**src/rtl/relay_drv.sv**
```systemverilog
// Relay output driver: qualifies a synchronized level request for QUAL_TICKS ticks,
// switches the relay, then freezes it for HOLD_TICKS ticks. Define RELAY_DRV_CHG_CNT_EN for chg_cnt_o.
module relay_drv #(
    parameter int unsigned PRESCALE   = 65536,
    parameter int unsigned QUAL_TICKS = 4,
    parameter int unsigned HOLD_TICKS = 8,
    parameter logic        INIT       = 1'b0
) (
    input  logic        clk,
    input  logic        rst_n,
    input  logic        req_i,
    output logic        relay_o,
    output logic        busy_o,
    output logic        chg_o
`ifdef RELAY_DRV_CHG_CNT_EN
    ,
    output logic [15:0] chg_cnt_o
`endif
);

    localparam int unsigned PW = (PRESCALE > 1) ? $clog2(PRESCALE) : 1;
    localparam int unsigned QW = (QUAL_TICKS > 1) ? $clog2(QUAL_TICKS) : 1;
    localparam int unsigned HW = (HOLD_TICKS > 1) ? $clog2(HOLD_TICKS) : 1;

    localparam logic [PW-1:0] PSC_MAX = PW'(PRESCALE - 1);
    localparam logic [QW-1:0] Q_MAX   = QW'(QUAL_TICKS - 1);
    localparam logic [HW-1:0] H_MAX   = HW'(HOLD_TICKS - 1);

    typedef enum logic [1:0] {
        IDLE,
        QUAL,
        HOLD
    } state_t;

    state_t        state_q, state_d;
    logic [1:0]    sync_q;
    logic [PW-1:0] psc_q;
    logic [QW-1:0] qcnt_q, qcnt_d;
    logic [HW-1:0] hcnt_q, hcnt_d;
    logic          relay_d;
    logic          chg_d;
    logic          req_s;
    logic          tick;

    assign req_s = sync_q[1];
    assign tick  = (psc_q == PSC_MAX);

    // Synchronizer and free-running prescaler; the prescaler ignores FSM activity.
    // NOTE: sequential state always uses non-blocking (<=) so every flop samples pre-edge values.
    always_ff @(posedge clk or negedge rst_n) begin
        if (!rst_n) begin
            sync_q <= {2{INIT}};
            psc_q  <= '0;
        end else begin
            sync_q <= {sync_q[0], req_i};
            psc_q  <= tick ? '0 : psc_q + 1'b1;
        end
    end

    always_ff @(posedge clk or negedge rst_n) begin
        if (!rst_n) begin
            state_q <= IDLE;
            qcnt_q  <= '0;
            hcnt_q  <= '0;
            relay_o <= INIT;
            chg_o   <= 1'b0;
            busy_o  <= 1'b0;
        end else begin
            state_q <= state_d;
            qcnt_q  <= qcnt_d;
            hcnt_q  <= hcnt_d;
            relay_o <= relay_d;
            chg_o   <= chg_d;
            busy_o  <= (state_d != IDLE);
        end
    end

    // NOTE: every signal written here gets a default first, so no path can infer a latch.
    always_comb begin
        state_d = state_q;
        qcnt_d  = qcnt_q;
        hcnt_d  = hcnt_q;
        relay_d = relay_o;
        chg_d   = 1'b0;
        case (state_q)
            IDLE: begin
                if (req_s != relay_o) begin
                    state_d = QUAL;
                    qcnt_d  = '0;
                end
            end
            QUAL: begin
                // A request that falls back wins over a coincident final tick.
                if (req_s == relay_o) begin
                    state_d = IDLE;
                end else if (tick) begin
                    if (qcnt_q == Q_MAX) begin
                        relay_d = ~relay_o;
                        chg_d   = 1'b1;
                        state_d = HOLD;
                        hcnt_d  = '0;
                    end else begin
                        qcnt_d = qcnt_q + 1'b1;
                    end
                end
            end
            HOLD: begin
                if (tick) begin
                    if (hcnt_q == H_MAX) begin
                        state_d = IDLE;
                    end else begin
                        hcnt_d = hcnt_q + 1'b1;
                    end
                end
            end
            default: state_d = IDLE;
        endcase
    end

`ifdef RELAY_DRV_CHG_CNT_EN
    always_ff @(posedge clk or negedge rst_n) begin
        if (!rst_n) begin
            chg_cnt_o <= '0;
        end else if (chg_d && (chg_cnt_o != 16'hFFFF)) begin
            chg_cnt_o <= chg_cnt_o + 16'd1;
        end
    end
`endif

endmodule
```
**config.mk**
```make
export PLATFORM = sky130hd
export DESIGN_NAME = relay_drv
export DESIGN_NICKNAME = d
export VERILOG_FILES = /design/src/rtl/relay_drv.sv
export SDC_FILE = /design/constraint.sdc
export NUM_CORES = 1
export LEC_CHECK = 0
export ABC_CLOCK_PERIOD_IN_PS = 2900
export CAP_MARGIN = 40
export CORE_MARGIN = 3
export CORE_UTILIZATION = 50
export DETAILED_ROUTE_END_ITERATION = 16
export PLACE_DENSITY = 0.67
export SLEW_MARGIN = 20
export SYNTH_ARGS = -nofsm -noshare
export SYNTH_HDL_FRONTEND = slang
export SYNTH_SLANG_ARGS = --single-unit
```
**constraint.sdc**
```tcl
create_clock -name clk -period 2.9 [get_ports clk]
set_clock_uncertainty 0.05 [all_clocks]
set_input_delay 0.435 -clock clk [delete_from_list [all_inputs] [get_ports clk]]
set_output_delay 0.435 -clock clk [all_outputs]
set_load 0.005 [all_outputs]
```
After elaboration in Yosys (flattened, before gate mapping)
Cells that the tools add are included.
Widths: inputs -> output; s select.
Storage, ports and cells
  latch bits: 0
  logic and storage cells: 57
  memories kept: 0
  output and inout port bits: 3
  memory bits (read-only): 0
  bits in writable memories: 0
  bits of input ports: 3
  register bits: 28
Operators by class
  divide/modulo/power cells: 0
  equality and inequality tests: 14
  bitwise logic cells: 2
  multipliers: 0
  multiplexer cells: 23
  reduce and logical (&&, ||, !) cells: 7
  magnitude comparators: 0
  shift operators: 0
  add/subtract/negate cells: 3
Operator list (count)
  $mux 2: 10
  $add 16x1->16 const B: 1
  $eq 16x16->1 const B: 1
  $mux 16: 1
  $mux 3: 5
  $ne 2x2->1 const B: 7
  $pmux 2 s3: 1
  $pmux 3 s2: 1
  $reduce_and 6->1: 1
  $reduce_bool 2->1: 3
  $reduce_and 5->1: 1
  $eq 2x2->1 const B: 2
  $mux 1: 4
  $pmux 2 s2: 1
  $reduce_and 4->1: 1
  $add 3x1->3 const B: 1
  $eq 3x3->1 const B: 1
  $add 2x1->2 const B: 1
  $eq 2x1->1 const B: 1
  $logic_not 2->1: 1
  $not 1->1: 2
  $eq 1x1->1: 1
  $ne 1x1->1: 1

Longest topological paths before layout
  word-level depth: 6
  gate-level depth with buffers: 7
  mapped depth without buffers: 6

Worst setup path after synthesis
No wires, ideal clock.
  kind: flip-flop to flip-flop
  start point: reg hcnt_q[0]
  end point: reg hcnt_q[0]
  slack: 1.088 ns
  cell stages (with the launch flop): 7
  buffers on the path: 0
  setup time: 0.125 ns
  arrival time: 1.637 ns
  cell sequence: dfrtp_1 > ha_1 > ha_1 > or3b_2 > o31ai_1 > nand2_4 > mux2_4
On the way
  cells in the longest elaborated chain, start to end: 4
RTL lines
  start, declared: RTL line 39  | logic [HW-1:0] hcnt_q, hcnt_d;
  start signal, assigned: RTL line 71  | hcnt_q <= hcnt_d;
  $add 3x1->3: RTL line 112  | hcnt_d = hcnt_q + 1'b1;
  $mux 3: RTL line 109  | if (hcnt_q == H_MAX) begin
  $mux 3: RTL line 108  | if (tick) begin
  $pmux 3 s2: RTL line 85  | case (state_q)
Parallel ways exist; a longest one is shown, timed or not. The select of a mux whose other input is x is not followed.
A chain may end at the register's enable or synchronous reset.

Worst setup path after layout
Same ends and word-level chain as after synthesis.

==> impl_metrics.csv <==
group,metric,value,unit
status,status,"completed",
synthesis,synth_edf_count,0,
worst_setup_path,critPathLaunchType,"register",
clocking,clk_latency,0.32,ns
worst_setup_path,crit_family,"simple AND/OR/NAND/NOR gates",
route,wl,2120,µm
route,post_drt_wl_per_cell,13.9,µm
sta,fmax,0.521,GHz
clocking,cts.path.max_buffers,2,
layout,design_area,0.00142,mm²
placement,port_buffers,5,
worst_hold_path,hold_path.class,"reg -> reg",
synthesis,synth_top_area_cell,"dfrtp_1",
job,timing.max_cap.violations,0,
sta,post-route-period-util,0.662,
route,route.met2.wl,810,µm
sta,setup_viol,0,
synthesis,ys_async_sr_fraction,1.00,
layout,layout_common_cells,"28 x dfrtp_1, 10 x nand2_1, 9 x xnor2_1",
synthesis,ys.flop_type,"dfrtp_1",
layout,final_cells,152,
clocking,clkTransAtPathRegs,0.15,ns
layout,drive_above_1_share,0.123,
floorplan,die_w,57.6,µm
layout,syn_to_final_growth,6.78,%
layout,nFillCells,211,
global_route,grt_pass1_wl,3750,µm
sta,hold_viol_final,0,
sta,rsz0062_at_grt,"no",
sta,fin_setup_tns,0,ns
route,met3RoutedLength,102,µm
global_route,grt_max_degree,29,
layout,antenna_cells,0,
route,drtPass1Iterations,4,
synthesis,synth_warnings,0,
clocking,ctsHtreeMaxLevel,1,
clocking,cts-resized-gates,0,
power,leakage,0.660,nW
floorplan,io_pins,6,
global_route,antenna_found_initial,0,
synthesis,synth_top_area_share,0.527,
floorplan,start_util,0.532,
layout,register_area,701,µm²
sta,drv_slew,0,
clocking,cts_root_buffer,"clkbuf_4",
worst_setup_path,critPathKind,"reg -> reg",
route,ant_nets,0,
layout,utilization,0.568,
placement,hpwl,1470,µm
route,vias,835,
synthesis,syn_area,0.00133,mm²
power,powerDensity,422,mW/mm²
power,vdd_drop_max,332,µV
worst_setup_path,max_stage_delay,0.46,ns
route,drt-met1-wl,1180,µm
route,drtIter0Drc,17,
route,route.detailed.drc,0,
layout,layout_commonest_cell,"dfrtp_1",
worst_setup_path,reg2reg_slack,0.98,ns
synthesis,synth_nets,123,
worst_setup_path,critical_path.slowest_cell,"or3b_2",
worst_setup_path,crit_path_cell_trace,"ha_1, ha_1, or3b_2, o31ai_1, nand2_4, mux2_4",
clocking,post_cts_buffers,0,
synthesis,syn_inst,116,
worst_setup_path,path_common_cell,"ha_1",
floorplan,rows,18,
worst_setup_path,cp_max_fo,3,
global_route,grtUsageTotal,0.143,
synthesis,yosysSeqAreaShare,0.527,
clocking,numClockSinks,28,
synthesis,syn_area_per_cell,11.5,µm²
clocking,postCtsHoldBufs,0,
placement,place_congestion,0.760,
sta,fin_crit,1.92,ns
synthesis,ys_ff_latch,28,
placement,placed_cells,148,
floorplan,dieArea,0.00331,mm²
clocking,tritoncts,"built",
route,highest_layer,"met4",
floorplan,coreArea,0.00250,mm²
layout,multi_input_area,568,µm²
worst_setup_path,critPathCaptureType,"register",
synthesis,synth_cell_types,38,
route,via_per_inst,5.49,
clocking,cts_inserted_buffers,3,
global_route,grt_pass1_vias,823,
sta,tightest_slew,0.440,ns
worst_setup_path,path_buf_inv,0,
placement,placedInstanceArea,0.00138,mm²
floorplan,chipHeight,57.6,µm
synthesis,synth_area_leaders,"dfrtp_1 53%, xnor2_1 5.9%, ha_1 3.8%",
global_route,grt_overflow,0,
sta,relSlewSlack,0.706,
worst_setup_path,required,3.08,ns
worst_setup_path,crit_arrival,2.10,ns
layout,nets,130,
## through the flow
stage | total power [W] | setup WS (ns) | hold WS, ns
after floorplan | 0.000406 | 1.09 | 0.0894
after global placement | 0.000419 | 1.02 | 0.283
after detailed placement | 0.000420 | 0.996 | 0.301
after CTS | 0.000609 | 0.968 | 0.335
after global routing | 0.000620 | 0.881 | 0.338
final | 0.000599 | 0.979 | 0.328
## power breakdown
group	internal [W]	switching [W]	leakage, nW
logic	0.00000625	0.0000106	0.272
clock network	0.0000768	0.000111	0.0210
registers	0.000393	0.00000151	0.368
## metal layers
| layer | up-vias | global-route usage |
|---|---|---|
| met5 | - | 0 |
| met4 | 0 | 0.0464 |
| met3 | 4 | 0.0249 |
| met2 | 20 | 0.185 |
| met1 | 386 | 0.236 |
| li1 | 425 | - |
## final cells by class
class | instances | share of cell area
repair buffers | 6 | 0.0406
inverters | 5 | 0.0132
clock buffers | 4 | 0.0256
multi-input cells | 79 | 0.400
flip-flops and latches | 28 | 0.494
well taps | 30 | 0.0265
## kinds of logic (layout without fill, tap and decap cells)
kind of cell | count (synthesis) | count (layout) | synth area share
simple gates | 47 | 47 | 0.215
flops | 28 | 28 | 0.527
compound gates | 15 | 15 | 0.0791
xor+xnor | 12 | 12 | 0.0848
buf+inv | 9 | 15 | 0.0452
fa+ha+maj | 4 | 4 | 0.0377
mux | 1 | 1 | 0.0113
## path summary, 6_finish.rpt
check | start | to | depth (start not counted)
hold / removal | sync_q[0] | sync_q[1] | 0
min in group asynchronous | rst_n | psc_q[15] | 2
setup / recovery | hcnt_q[0] | hcnt_q[0] | 6
setup reg to reg | hcnt_q[0] | hcnt_q[0] | 6
max in group asynchronous | rst_n | psc_q[12] | 2
hold reg to reg | sync_q[0] | sync_q[1] | 0
## Yosys cell counts (all sizes together), types with 3 or more instances
master   n
nand4    5
nand2   11
inv      5
ha       4
a31oi    3
buf      3
dfrtp   28
xnor2   10
and4     4
nand3    7
nor2     7
or3      4
## flip-flops by register name, indices dropped and copies added, names as in the netlist
| name | cells |
|---|---|
| psc_q | 16 |
| hcnt_q | 3 |
| qcnt_q | 2 |
| state_q | 2 |
| sync_q | 2 |
| busy_o | 1 |
| chg_o | 1 |
| relay_o | 1 |
Power figures use the tool's default switching activity.
